--- src/rtl/round_robin_arbiter_pkg.sv ---
// Shared definitions for the round-robin arbiter.
//   state_e  : arbiter state (IDLE = no owner, GRANT = one owner)
//   NUM_REQ  : number of requesters
//   IDX_W    : width of a requester index
package round_robin_arbiter_pkg;

  typedef enum logic {
    IDLE  = 1'b0,
    GRANT = 1'b1
  } state_e;

  localparam int unsigned NUM_REQ = 4;
  localparam int unsigned IDX_W   = 2;

endpackage : round_robin_arbiter_pkg

--- src/rtl/round_robin_arbiter_prio_enc4.sv ---
// 4-input fixed priority encoder, bit 0 highest priority.
//   req   : input request vector
//   idx   : index of lowest set bit (0 when none set)
//   valid : 1 when any bit of req is set
module prio_enc4
  import round_robin_arbiter_pkg::*;
(
  input  logic [NUM_REQ-1:0] req,
  output logic [IDX_W-1:0]   idx,
  output logic               valid
);

  always_comb begin
    idx   = '0;
    valid = 1'b1;
    if (req[0])      idx = 2'd0;
    else if (req[1]) idx = 2'd1;
    else if (req[2]) idx = 2'd2;
    else if (req[3]) idx = 2'd3;
    else             valid = 1'b0;
  end

endmodule : prio_enc4

--- src/rtl/round_robin_arbiter.sv ---
// Four-requester round-robin arbiter with a bounded hold time.
//   MAX_HOLD   : max consecutive cycles an owner keeps the grant (2..256)
//   Clk        : clock, rising edge
//   Rst_n      : synchronous active-low reset
//   Req        : request vector, one bit per requester
//   Release    : owner is done (only looked at while granted)
//   Grant      : registered one-hot grant, zero when no owner
//   GrantId    : registered binary owner index, zero when no owner
//   GrantValid : registered, high exactly when Grant is non-zero
//   Timeout    : one-cycle pulse after a grant is revoked by hold expiry
module round_robin_arbiter
  import round_robin_arbiter_pkg::*;
#(
  parameter int unsigned MAX_HOLD = 16
)
(
  input  logic               Clk,
  input  logic               Rst_n,
  input  logic [NUM_REQ-1:0] Req,
  input  logic               Release,
  output logic [NUM_REQ-1:0] Grant,
  output logic [IDX_W-1:0]   GrantId,
  output logic               GrantValid,
  output logic               Timeout
);

  localparam int unsigned    CNT_W     = $clog2(MAX_HOLD);
  localparam logic [CNT_W-1:0] HOLD_LAST = CNT_W'(MAX_HOLD - 1);

  state_e             state_q,       state_d;
  logic [IDX_W-1:0]   ptr_q,         ptr_d;
  logic [CNT_W-1:0]   hold_cnt_q,    hold_cnt_d;
  logic [NUM_REQ-1:0] grant_q,       grant_d;
  logic [IDX_W-1:0]   grant_id_q,    grant_id_d;
  logic               grant_valid_q, grant_valid_d;
  logic               timeout_q,     timeout_d;

  logic [NUM_REQ-1:0] rot_req;
  logic [IDX_W-1:0]   enc_idx;
  logic               enc_valid;
  logic [IDX_W-1:0]   win_idx;
  logic               expire;
  logic               dropped;

  // Rotate so that requester ptr_q lands on bit 0; the fixed encoder then
  // yields the first set bit in pointer order. Index arithmetic is IDX_W
  // bits wide, so the modulo-4 wrap is implicit.
  always_comb begin
    rot_req = '0;
    for (int unsigned i = 0; i < NUM_REQ; i++) begin
      rot_req[i] = Req[IDX_W'(i) + ptr_q];
    end
  end

  prio_enc4 u_prio_enc4 (
    .req   (rot_req),
    .idx   (enc_idx),
    .valid (enc_valid)
  );

  assign win_idx = enc_idx + ptr_q;

  always_comb begin
    state_d       = state_q;
    ptr_d         = ptr_q;
    hold_cnt_d    = hold_cnt_q;
    grant_d       = grant_q;
    grant_id_d    = grant_id_q;
    grant_valid_d = grant_valid_q;
    timeout_d     = 1'b0;
    expire        = (hold_cnt_q == HOLD_LAST);
    dropped       = !Req[grant_id_q];

    case (state_q)
      IDLE: begin
        if (enc_valid) begin
          state_d       = GRANT;
          grant_d       = NUM_REQ'(1) << win_idx;
          grant_id_d    = win_idx;
          grant_valid_d = 1'b1;
          hold_cnt_d    = '0;
        end
      end
      GRANT: begin
        if (Release || dropped || expire) begin
          state_d       = IDLE;
          ptr_d         = grant_id_q + IDX_W'(1);
          hold_cnt_d    = '0;
          grant_d       = '0;
          grant_id_d    = '0;
          grant_valid_d = 1'b0;
          // Only a pure expiry is reported; a voluntary exit wins.
          timeout_d     = expire && !Release && !dropped;
        end else begin
          hold_cnt_d = hold_cnt_q + CNT_W'(1);
        end
      end
      default: state_d = IDLE;
    endcase
  end

  always_ff @(posedge Clk) begin
    if (!Rst_n) begin
      state_q       <= IDLE;
      ptr_q         <= '0;
      hold_cnt_q    <= '0;
      grant_q       <= '0;
      grant_id_q    <= '0;
      grant_valid_q <= 1'b0;
      timeout_q     <= 1'b0;
    end else begin
      state_q       <= state_d;
      ptr_q         <= ptr_d;
      hold_cnt_q    <= hold_cnt_d;
      grant_q       <= grant_d;
      grant_id_q    <= grant_id_d;
      grant_valid_q <= grant_valid_d;
      timeout_q     <= timeout_d;
    end
  end

  assign Grant      = grant_q;
  assign GrantId    = grant_id_q;
  assign GrantValid = grant_valid_q;
  assign Timeout    = timeout_q;

endmodule : round_robin_arbiter
--- config.mk ---
export PLATFORM = sky130hd
export DESIGN_NAME = round_robin_arbiter
export DESIGN_NICKNAME = d
export VERILOG_FILES = /design/src/rtl/round_robin_arbiter_pkg.sv /design/src/rtl/round_robin_arbiter_prio_enc4.sv /design/src/rtl/round_robin_arbiter.sv
export SDC_FILE = /design/constraint.sdc
export NUM_CORES = 1
export LEC_CHECK = 0
export CORE_UTILIZATION = 40
export DETAILED_ROUTE_END_ITERATION = 6
export GPL_TIMING_DRIVEN = 1
export HOLD_SLACK_MARGIN = 0.12
export PLACE_DENSITY_LB_ADDON = 0.1
export SYNTH_ARGS = -nofsm -noshare
export SYNTH_HDL_FRONTEND = slang
export SYNTH_SLANG_ARGS = --single-unit
--- constraint.sdc ---
create_clock -name Clk -period 4.85 [get_ports Clk]
set_clock_uncertainty 0.05 [all_clocks]
set_input_delay 0.97 -clock Clk [delete_from_list [all_inputs] [get_ports Clk]]
set_output_delay 0.97 -clock Clk [all_outputs]
set_load 0.05 [all_outputs]
==> results of run 1 <==
power by group through the flow:
stage / Clock [mW] / Sequential, mW / Combinational [mW]
floorplan: 0 / 0.173 / 0.0606
global placement: 0 / 0.153 / 0.111
detailed placement: 0 / 0.153 / 0.112
CTS: 0.0744 / 0.151 / 0.112
global route: 0.0795 / 0.153 / 0.122
finish: 0.0705 / 0.151 / 0.112
cell families after synthesis:
logic type,after synthesis,share of synthesized area [%]
buf+inv,6,3.74
simple gates,62,36.3
fa+ha+maj,2,2.58
mux,5,5.15
flops,15,30.9
xor+xnor,3,2.71
compound gates,20,18.6
worst min-delay path by stage:
stage / start / end / slack (ns)
4_1_cts: Grant[2]$_SDFFE_PN0P_ / Grant[2]$_SDFFE_PN0P_ / 0.43
5_1_grt: Grant[0]$_SDFFE_PN0P_ / Grant[0]$_SDFFE_PN0P_ / 0.46
2_1_floorplan: hold_cnt_q[3]$_SDFFE_PN0P_ / hold_cnt_q[3]$_SDFFE_PN0P_ / 0.43
3_3_place_gp: Grant[3]$_SDFFE_PN0P_ / Grant[3]$_SDFFE_PN0P_ / 0.40
6_report: Grant[2]$_SDFFE_PN0P_ / Grant[2]$_SDFFE_PN0P_ / 0.42
3_5_place_dp: Grant[2]$_SDFFE_PN0P_ / Grant[2]$_SDFFE_PN0P_ / 0.40
cell usage in the layout, fill, tap and decap left out, types with 2 or more instances in the layout:
cell and instances:
o21ai_0 6, a32o_1 2, nor3_1 2, mux2i_1 5, nand2_1 15, a22oi_1 2
dfxtp_1 15, ha_1 2, nor2b_1 5, nor2_1 8, nand4b_1 3, nand3_1 14
clkdlybuf4s50_1 14, clkbuf_4 3, xor2_1 2
routing by layer:
metal | GRT usage (%) | wire, µm | up-vias
met2 | 27.4 | 893 | 18
li1 | - | - | 440
met5 | 0 | 0 | -
met3 | 5.65 | 85 | 2
met4 | 5.41 | 11 | 0
met1 | 23.8 | 1020 | 406
critical path, stage by stage:
cell and delay, ns:
clkdlybuf4s50_1 0.59, or4_2 0.70, o2111ai_1 0.09, ha_1 0.22, xor2_1 0.24, o21ai_1 0.12
a32o_1 0.25
registers in the layout, indices dropped and copies added (netlist names):
register    flops
Grant           4
hold_cnt_q      4
GrantId         2
ptr_q           2
GrantValid      1
Timeout         1
state_q         1
through the flow:
stage	instances	setup WS, ns	hold WS [ns]	utilization [%]	power [mW]
CTS	154	1.79	0.427	50.6	0.337
global placement	150	1.58	0.405	49.4	0.263
finish	154	1.79	0.424	50.6	0.333
floorplan	113	2.14	0.425	-	0.234
detailed placement	150	1.48	0.405	49.4	0.265
global route	154	1.70	0.462	50.6	0.354
final cells by class:
class / count / area, µm² / area share (%)
multi-input combinational: 92 / 634 / 55.7
sequential: 15 / 300 / 26.3
timing repair buffer: 14 / 140 / 12.3
tap: 28 / 35.0 / 3.07
clock buffer: 4 / 26.3 / 2.31
inverter: 1 / 3.75 / 0.329
==> impl_metrics.json, run 1 <==
{
  "cts_hold_buf": 0,
  "path_class": "in2reg",
  "gp_congestion": 0.781,
  "synth_flop_cell": "dfxtp_1",
  "r2r-start": "ptr_q[0]$_SDFFE_PN0P_",
  "final_layout_size_suffix_gt1_share_pct": 11.9,
  "final.fill_count": 245,
  "drt_iter0_drc": 7,
  "yosysTopAreaCell": "dfxtp_1",
  "outcome": "complete, no violations",
  "pwr-share-seq_pct": 45.2,
  "cp_max_fo": 10,
  "cts.sinks": 15,
  "max_freq_ghz": 0.327,
  "grt_max_degree": 17,
  "r2r-end": "GrantId[1]$_SDFFE_PN0P_",
  "fp.coreArea_mm2": 0.00225,
  "synth_seq_cells": 15,
  "fin_area_mm2": 0.00114,
  "rsz0062_at_grt": "false",
  "endpoint_kind": "flip-flop",
  "dpl_cell_area_mm2": 0.00111,
  "ctsResizeCount": 0,
  "clk_pin_slew_ns": 0.09,
  "final_nets": 136,
  "firstDrtPassIters": 4,
  "p_int_uw": 213,
  "placementRows": 17,
  "crit_path_start": "Req[0]",
  "yosysTopAreaCellShare_pct": 30.9,
  "hold_viol": 0,
  "cts_tree": "yes",
  "via_count": 866,
  "fp.dieH_um": 51.3,
  "synth_cell_types": 44,
  "grt_pass1_vias": 783,
  "post_drt_wl_per_cell_um": 13.1,
  "ys_seq_area_share_pct": 30.9,
  "hpwlAfterDp_um": 1500,
  "die_w_um": 51.3,
  "p_per_area_mw_per_mm2": 292,
  "drc": 0,
  "switching_power_uw": 121,
  "cts_buffers": 3,
  "ys_top_cells_by_area": "dfxtp_1 31%, nand3_1 7.2%, nand2_1 5.8%, mux2i_1 5.2%, nor2b_1 3.2%",
  "start_util_pct": 43.1,
  "synth_common_cells": "15 x dfxtp_1, 15 x nand2_1, 14 x nand3_1, 8 x nor2_1, 6 x o21ai_0",
  "htreeDepth": 1,
  "cts_setup_buffers": 0,
  "ir_drop_v": 0.000150,
  "antenna_cells": 0,
  "setup_tns_ns": 0,
  "max_slew_margin_pct": 63.4,
  "areaGrowthSynthToFinish_pct": 17.4,
  "grt-ovfl-total": 0,
  "synth_area_um2": 971,
  "cts.path.max_buffers": 2,
  "finalCritPeriodShare_pct": 63.1,
  "insertion_delay_ns": 0.28,
  "io_buffers": 14,
  "switching_share_pct": 36.2,
  "p_leak_nw": 0.430,
  "async_reset_ff_share_pct": 0,
  "yosys_warnings": 0,
  "cap_violations": 0,
  "synth_edf_count": 0,
  "viasPerCell": 5.62,
  "finalSetupViolations": 0,
  "cp.arrival_ns": 3.19,
  "track_usage_pct": 17.9,
  "power_frac_comb_pct": 33.7,
  "synth_fp_nets": 122,
  "ant_nets": 0,
  "ios": 15,
  "maxSlewViolCount": 0,
  "power_frac_clock_pct": 21.2,
  "period_needed_ns": 3.06,
  "hold_path_class": "reg2reg",
  "root_buffer": "clkbuf_4",
  "critPathRequiredTime_ns": 4.98,
  "grt_antenna_before_repair": 0,
  "reg2reg_depth": 6,
  "crit_end": "GrantId[1]$_SDFFE_PN0P_",
  "min_path_cells": 2,
  "grt_pass1_wl_um": 3480,
  "drt_wl_total_um": 2010,
  "dieArea_mm2": 0.00263,
  "r2r_slack_ns": 2.67,
  "synthCells": 113,
  "crit_path_start_kind": "primary input",
  "avgSynthCellArea_um2": 8.59,
  "worst-slew-pin-transition_ns": 0.547
}
Power figures use the tool's default switching activity.
==> inputs of run 2 (changes only) <==
clock period = 2.9 ns   (was 4.85 ns; I/O delays follow)
==> run 2 against run 1 <==
- critical path depth increased by 1
- sequential share of layout area decreased by 0.68 points
- critical path type unchanged
- via count increased by 0.46%
- largest cell class unchanged
==> impl_metrics.json, run 2 (synthesis gave the netlist of run 1 again) <==
{
  "insertion_delay_ns": 0.28,
  "ir_drop_v": 0.000307,
  "root_buffer": "clkbuf_4",
  "hpwlAfterDp_um": 1570,
  "cts.path.max_buffers": 2,
  "fp.dieH_um": 51.3,
  "grt_pass1_wl_um": 3410,
  "areaGrowthSynthToFinish_pct": 20.5,
  "period_needed_ns": 2.45,
  "finalSetupViolations": 0,
  "endpoint_kind": "flip-flop",
  "fin_area_mm2": 0.00117,
  "max_slew_margin_pct": 65.3,
  "cts_hold_buf": 0,
  "drt_iter0_drc": 15,
  "final.fill_count": 235,
  "ant_nets": 0,
  "finalCritPeriodShare_pct": 84.5,
  "track_usage_pct": 17.3,
  "htreeDepth": 1,
  "p_per_area_mw_per_mm2": 479,
  "seq_area_um2": 300,
  "hp-start": "Grant[2]$_SDFFE_PN0P_",
  "multi_input_area_um2": 634,
  "power_uw": 561,
  "crit_family": "simple AND/OR/NAND/NOR gates",
  "cts.sinks": 15,
  "final_cell_mix": "15 x dfxtp_1, 15 x nand2_1, 14 x nand3_1, 14 x clkdlybuf4s50_1, 8 x nor2_1",
  "maxSlewViolCount": 0,
  "p_leak_nw": 0.449,
  "viasPerCell": 5.51,
  "cts_setup_buffers": 0,
  "crit_path_start_kind": "primary input",
  "die_w_um": 51.3,
  "gp_congestion": 0.764,
  "grt_antenna_before_repair": 0,
  "ctsResizeCount": 0,
  "io_buffers": 14,
  "outcome": "complete, no violations",
  "max_freq_ghz": 0.408,
  "drc": 0,
  "crit_path_max_incr_delay_ns": 0.54,
  "hold_viol": 0,
  "crit_buf_inv": 1,
  "clk_pin_slew_ns": 0.09,
  "cap_violations": 0,
  "antenna_cells": 0,
  "fp.coreArea_mm2": 0.00225,
  "cp_max_fo": 3,
  "start_util_pct": 43.1,
  "grt_max_degree": 17,
  "cp.arrival_ns": 2.58,
  "crit_path_start": "Req[1]",
  "placementRows": 17,
  "setup_tns_ns": 0,
  "post_drt_wl_per_cell_um": 13.1,
  "firstDrtPassIters": 4,
  "cts_buffers": 3,
  "hold-worst-slack_ns": 0.425,
  "worst-slew-pin-transition_ns": 0.520,
  "hold_path_class": "reg2reg",
  "dpl_cell_area_mm2": 0.00114,
  "final_nets": 140,
  "ios": 15,
  "grt-ovfl-total": 0,
  "grt_pass1_vias": 780,
  "final_layout_size_suffix_gt1_share_pct": 14.6,
  "drt_wl_total_um": 2070,
  "path_cells": "clkdlybuf4s50_1, nor2_1, or4_2, o2111ai_1, ha_1, xor2_1, o21ai_1, a32o_1",
  "via_count": 870,
  "dieArea_mm2": 0.00263,
  "cts_tree": "yes",
  "rsz0062_at_grt": "false",
  "cpMaxStageDelayCell": "or4_2",
  "path_class": "in2reg",
  "critPathRequiredTime_ns": 3.03,
  "r2r-start": "ptr_q[0]$_SDFFE_PN0P_"
}
## run 2: changes by cell type in the layout (fill, tap and decap cells not counted)
cell / change
buf_4: +4
## run 2: worst paths after layout
kind                                                end  slack (ns)  cells past startpoint
worst max register to register  GrantId[1]$_SDFFE_PN0P_        0.72                      6
worst max-delay path            GrantId[1]$_SDFFE_PN0P_        0.45                      8
worst min register to register    Grant[2]$_SDFFE_PN0P_        0.42                      2
worst min-delay path              Grant[2]$_SDFFE_PN0P_        0.42                      2
## run 2: area by class of cell
| class | count | area share (%) |
|---|---|---|
| well taps | 28 | 2.99 |
| flip-flops and latches | 15 | 25.7 |
| inverters | 1 | 0.321 |
| repair buffers | 18 | 14.5 |
| multi-input cells | 92 | 54.2 |
| clock buffers | 4 | 2.25 |
## run 2: metrics by stage
step                      std cells  worst slack, ns  utilization [%]
after global routing            158            0.370             51.9
after global placement          154            0.175             50.7
after detailed placement        154            0.143             50.7
final                           158            0.448             51.9
after floorplan                 113            0.579                -
after CTS                       158            0.449             51.9
## run 2: routing by layer
| metal | track usage, % | wire (µm) | up-vias |
|---|---|---|---|
| met5 | 0 | 0 | - |
| met4 | 4.05 | 13 | 0 |
| met3 | 5.36 | 84 | 2 |
| met2 | 27.4 | 959 | 17 |
| met1 | 22.8 | 1020 | 403 |
| li1 | - | - | 448 |
## run 2: worst reg2reg max path, delay by kind of cell, from the launching register on
family                   cells  cell delay (ns)
XOR/XNOR                     1             0.24
AND/OR/NAND/NOR              1             0.70
AO/OA/AOI/OAI                3             0.44
adder cells (fa/ha/maj)      1             0.23
flip-flops                   1             0.43
## run 2: power by group
group	internal, mW	switching (mW)	leakage (nW)	total (mW)
Combinational	0.0814	0.111	0.312	0.192
Sequential	0.225	0.0263	0.123	0.251
Clock	0.0534	0.0644	0.0150	0.118
Total	0.359	0.201	0.449	0.561
==> inputs of run 3 (changes only) <==
clock period = 2.2 ns   (was 2.9 ns; I/O delays follow)
==> run 3 against run 2 <==
- combinational power up 70%
- flip-flop and latch count unchanged
- sequential share of layout area fell by 3.0 points
- via count up 9.4%
- non-clock buffer count grew 12
- critical path type unchanged
- critical endpoint unchanged
- largest cell class unchanged
- largest power group is now combinational logic
==> impl_metrics.json, run 3 (synthesis gave the netlist of run 1 again) <==
{
  "max_freq_ghz": 0.473,
  "p_per_area_mw_per_mm2": 602,
  "io_buffers": 14,
  "setup_tns_ns": 0,
  "fin_area_mm2": 0.00133,
  "ios": 15,
  "dp_slack_ns": -0.398,
  "grt_max_degree": 14,
  "setup_slack_ns": 0.0877,
  "stdcell_count": 170,
  "ir_drop_v": 0.000466,
  "final_cell_mix": "15 x dfxtp_1, 15 x nand2_1, 14 x nand3_1",
  "period_needed_ns": 2.11,
  "power_uw": 797,
  "firstDrtPassIters": 4,
  "drc": 0,
  "insertion_delay_ns": 0.28,
  "root_buffer": "clkbuf_4",
  "cp.arrival_ns": 2.24,
  "via_count": 952,
  "fp.coreArea_mm2": 0.00225,
  "dpl_cell_area_mm2": 0.00121,
  "hold_viol": 0,
  "cp_max_fo": 3,
  "post_drt_wl_per_cell_um": 13.4,
  "postLayoutCoreUtil_pct": 58.8,
  "critPathRequiredTime_ns": 2.33,
  "fp.dieH_um": 51.3,
  "grt_pass1_wl_um": 3930,
  "placementRows": 17,
  "htreeDepth": 1,
  "areaGrowthSynthToFinish_pct": 36.5,
  "hpwlAfterDp_um": 1680,
  "grt_antenna_before_repair": 0,
  "endpoint_kind": "flip-flop",
  "rsz0062_at_grt": "false",
  "finalCritPeriodShare_pct": 96.0,
  "dieArea_mm2": 0.00263,
  "maxSlewViolCount": 0,
  "grt_pass1_vias": 868,
  "gp_congestion": 0.772,
  "track_usage_pct": 20.3,
  "clk_pin_slew_ns": 0.08,
  "grt-ovfl-total": 0,
  "path_class": "in2reg",
  "final_nets": 152,
  "cts_tree": "yes",
  "outcome": "complete, no violations",
  "viasPerCell": 5.60,
  "cap_violations": 0,
  "p_leak_nw": 0.536,
  "start_util_pct": 43.1,
  "max_slew_margin_pct": 66.1,
  "drt_iter0_drc": 16,
  "cts.path.max_buffers": 2,
  "finalSetupViolations": 0,
  "placed_cells": 163,
  "worst-slew-pin-transition_ns": 0.507,
  "hold-worst-slack_ns": 0.426,
  "final.fill_count": 220,
  "crit_path_start_kind": "primary input",
  "cts_hold_buf": 0,
  "final_layout_size_suffix_gt1_share_pct": 26.8,
  "cts_buffers": 3,
  "drt_wl_total_um": 2290,
  "ant_nets": 0,
  "hold_path_class": "reg2reg",
  "die_w_um": 51.3,
  "antenna_cells": 0,
  "cts.sinks": 15
}
==> run 3: cell types whose count changed in the layout (fill, tap and decap cells not counted), sizes merged <==
cell and change:
buf +12, clkdlybuf4s50 -2, dlymetal6s2s +2
==> run 3: critical path: stages <==
cell and delay [ns]:
clkdlybuf4s50_1 0.49, nor2_1 0.07, or4_4 0.41, o2111ai_2 0.10, ha_4 0.20, xor2_2 0.19
o21ai_1 0.10, a32o_1 0.24
==> run 3: path summary, 6_finish.rpt <==
kind / slack [ns] / cells past startpoint / end / start
min reg2reg: 0.43 / 2 / Grant[2]$_SDFFE_PN0P_ / Grant[2]$_SDFFE_PN0P_
max: 0.09 / 8 / GrantId[1]$_SDFFE_PN0P_ / Req[1]
min: 0.43 / 2 / Grant[2]$_SDFFE_PN0P_ / Grant[2]$_SDFFE_PN0P_
max reg2reg: 0.22 / 8 / GrantId[1]$_SDFFE_PN0P_ / ptr_q[0]$_SDFFE_PN0P_
==> run 3: layer usage <==
layer | wire, µm | vias up | track usage (%)
li1 | - | 476 | -
met1 | 1090 | 449 | 25.8
met2 | 1070 | 23 | 32.7
met3 | 99 | 4 | 5.65
met4 | 32 | 0 | 7.21
met5 | 0 | - | 0
==> run 3: layout make-up <==
cell class                 count  area [µm²]  share of cell area (%)
inverter                       1        3.75                   0.283
timing repair buffer          30         277                    20.9
sequential                    15         300                    22.7
multi-input combinational     92         683                    51.6
clock buffer                   4        26.3                    1.98
tap                           28        35.0                    2.64
==> run 3: what timing repair did <==
| item | CTS | global route |
|---|---|---|
| buffers inserted | 1 | 2 |
| pin swaps | 3 | 3 |
| gates resized for setup | 9 | 5 |
| endpoints found under the setup margin | 5 | 6 |
==> run 3: report_power, final <==
| group | leakage (nW) | switching, mW | internal, mW |
|---|---|---|---|
| combinational | 0.398 | 0.180 | 0.146 |
| clock | 0.0150 | 0.0841 | 0.0704 |
| sequential | 0.123 | 0.0202 | 0.296 |
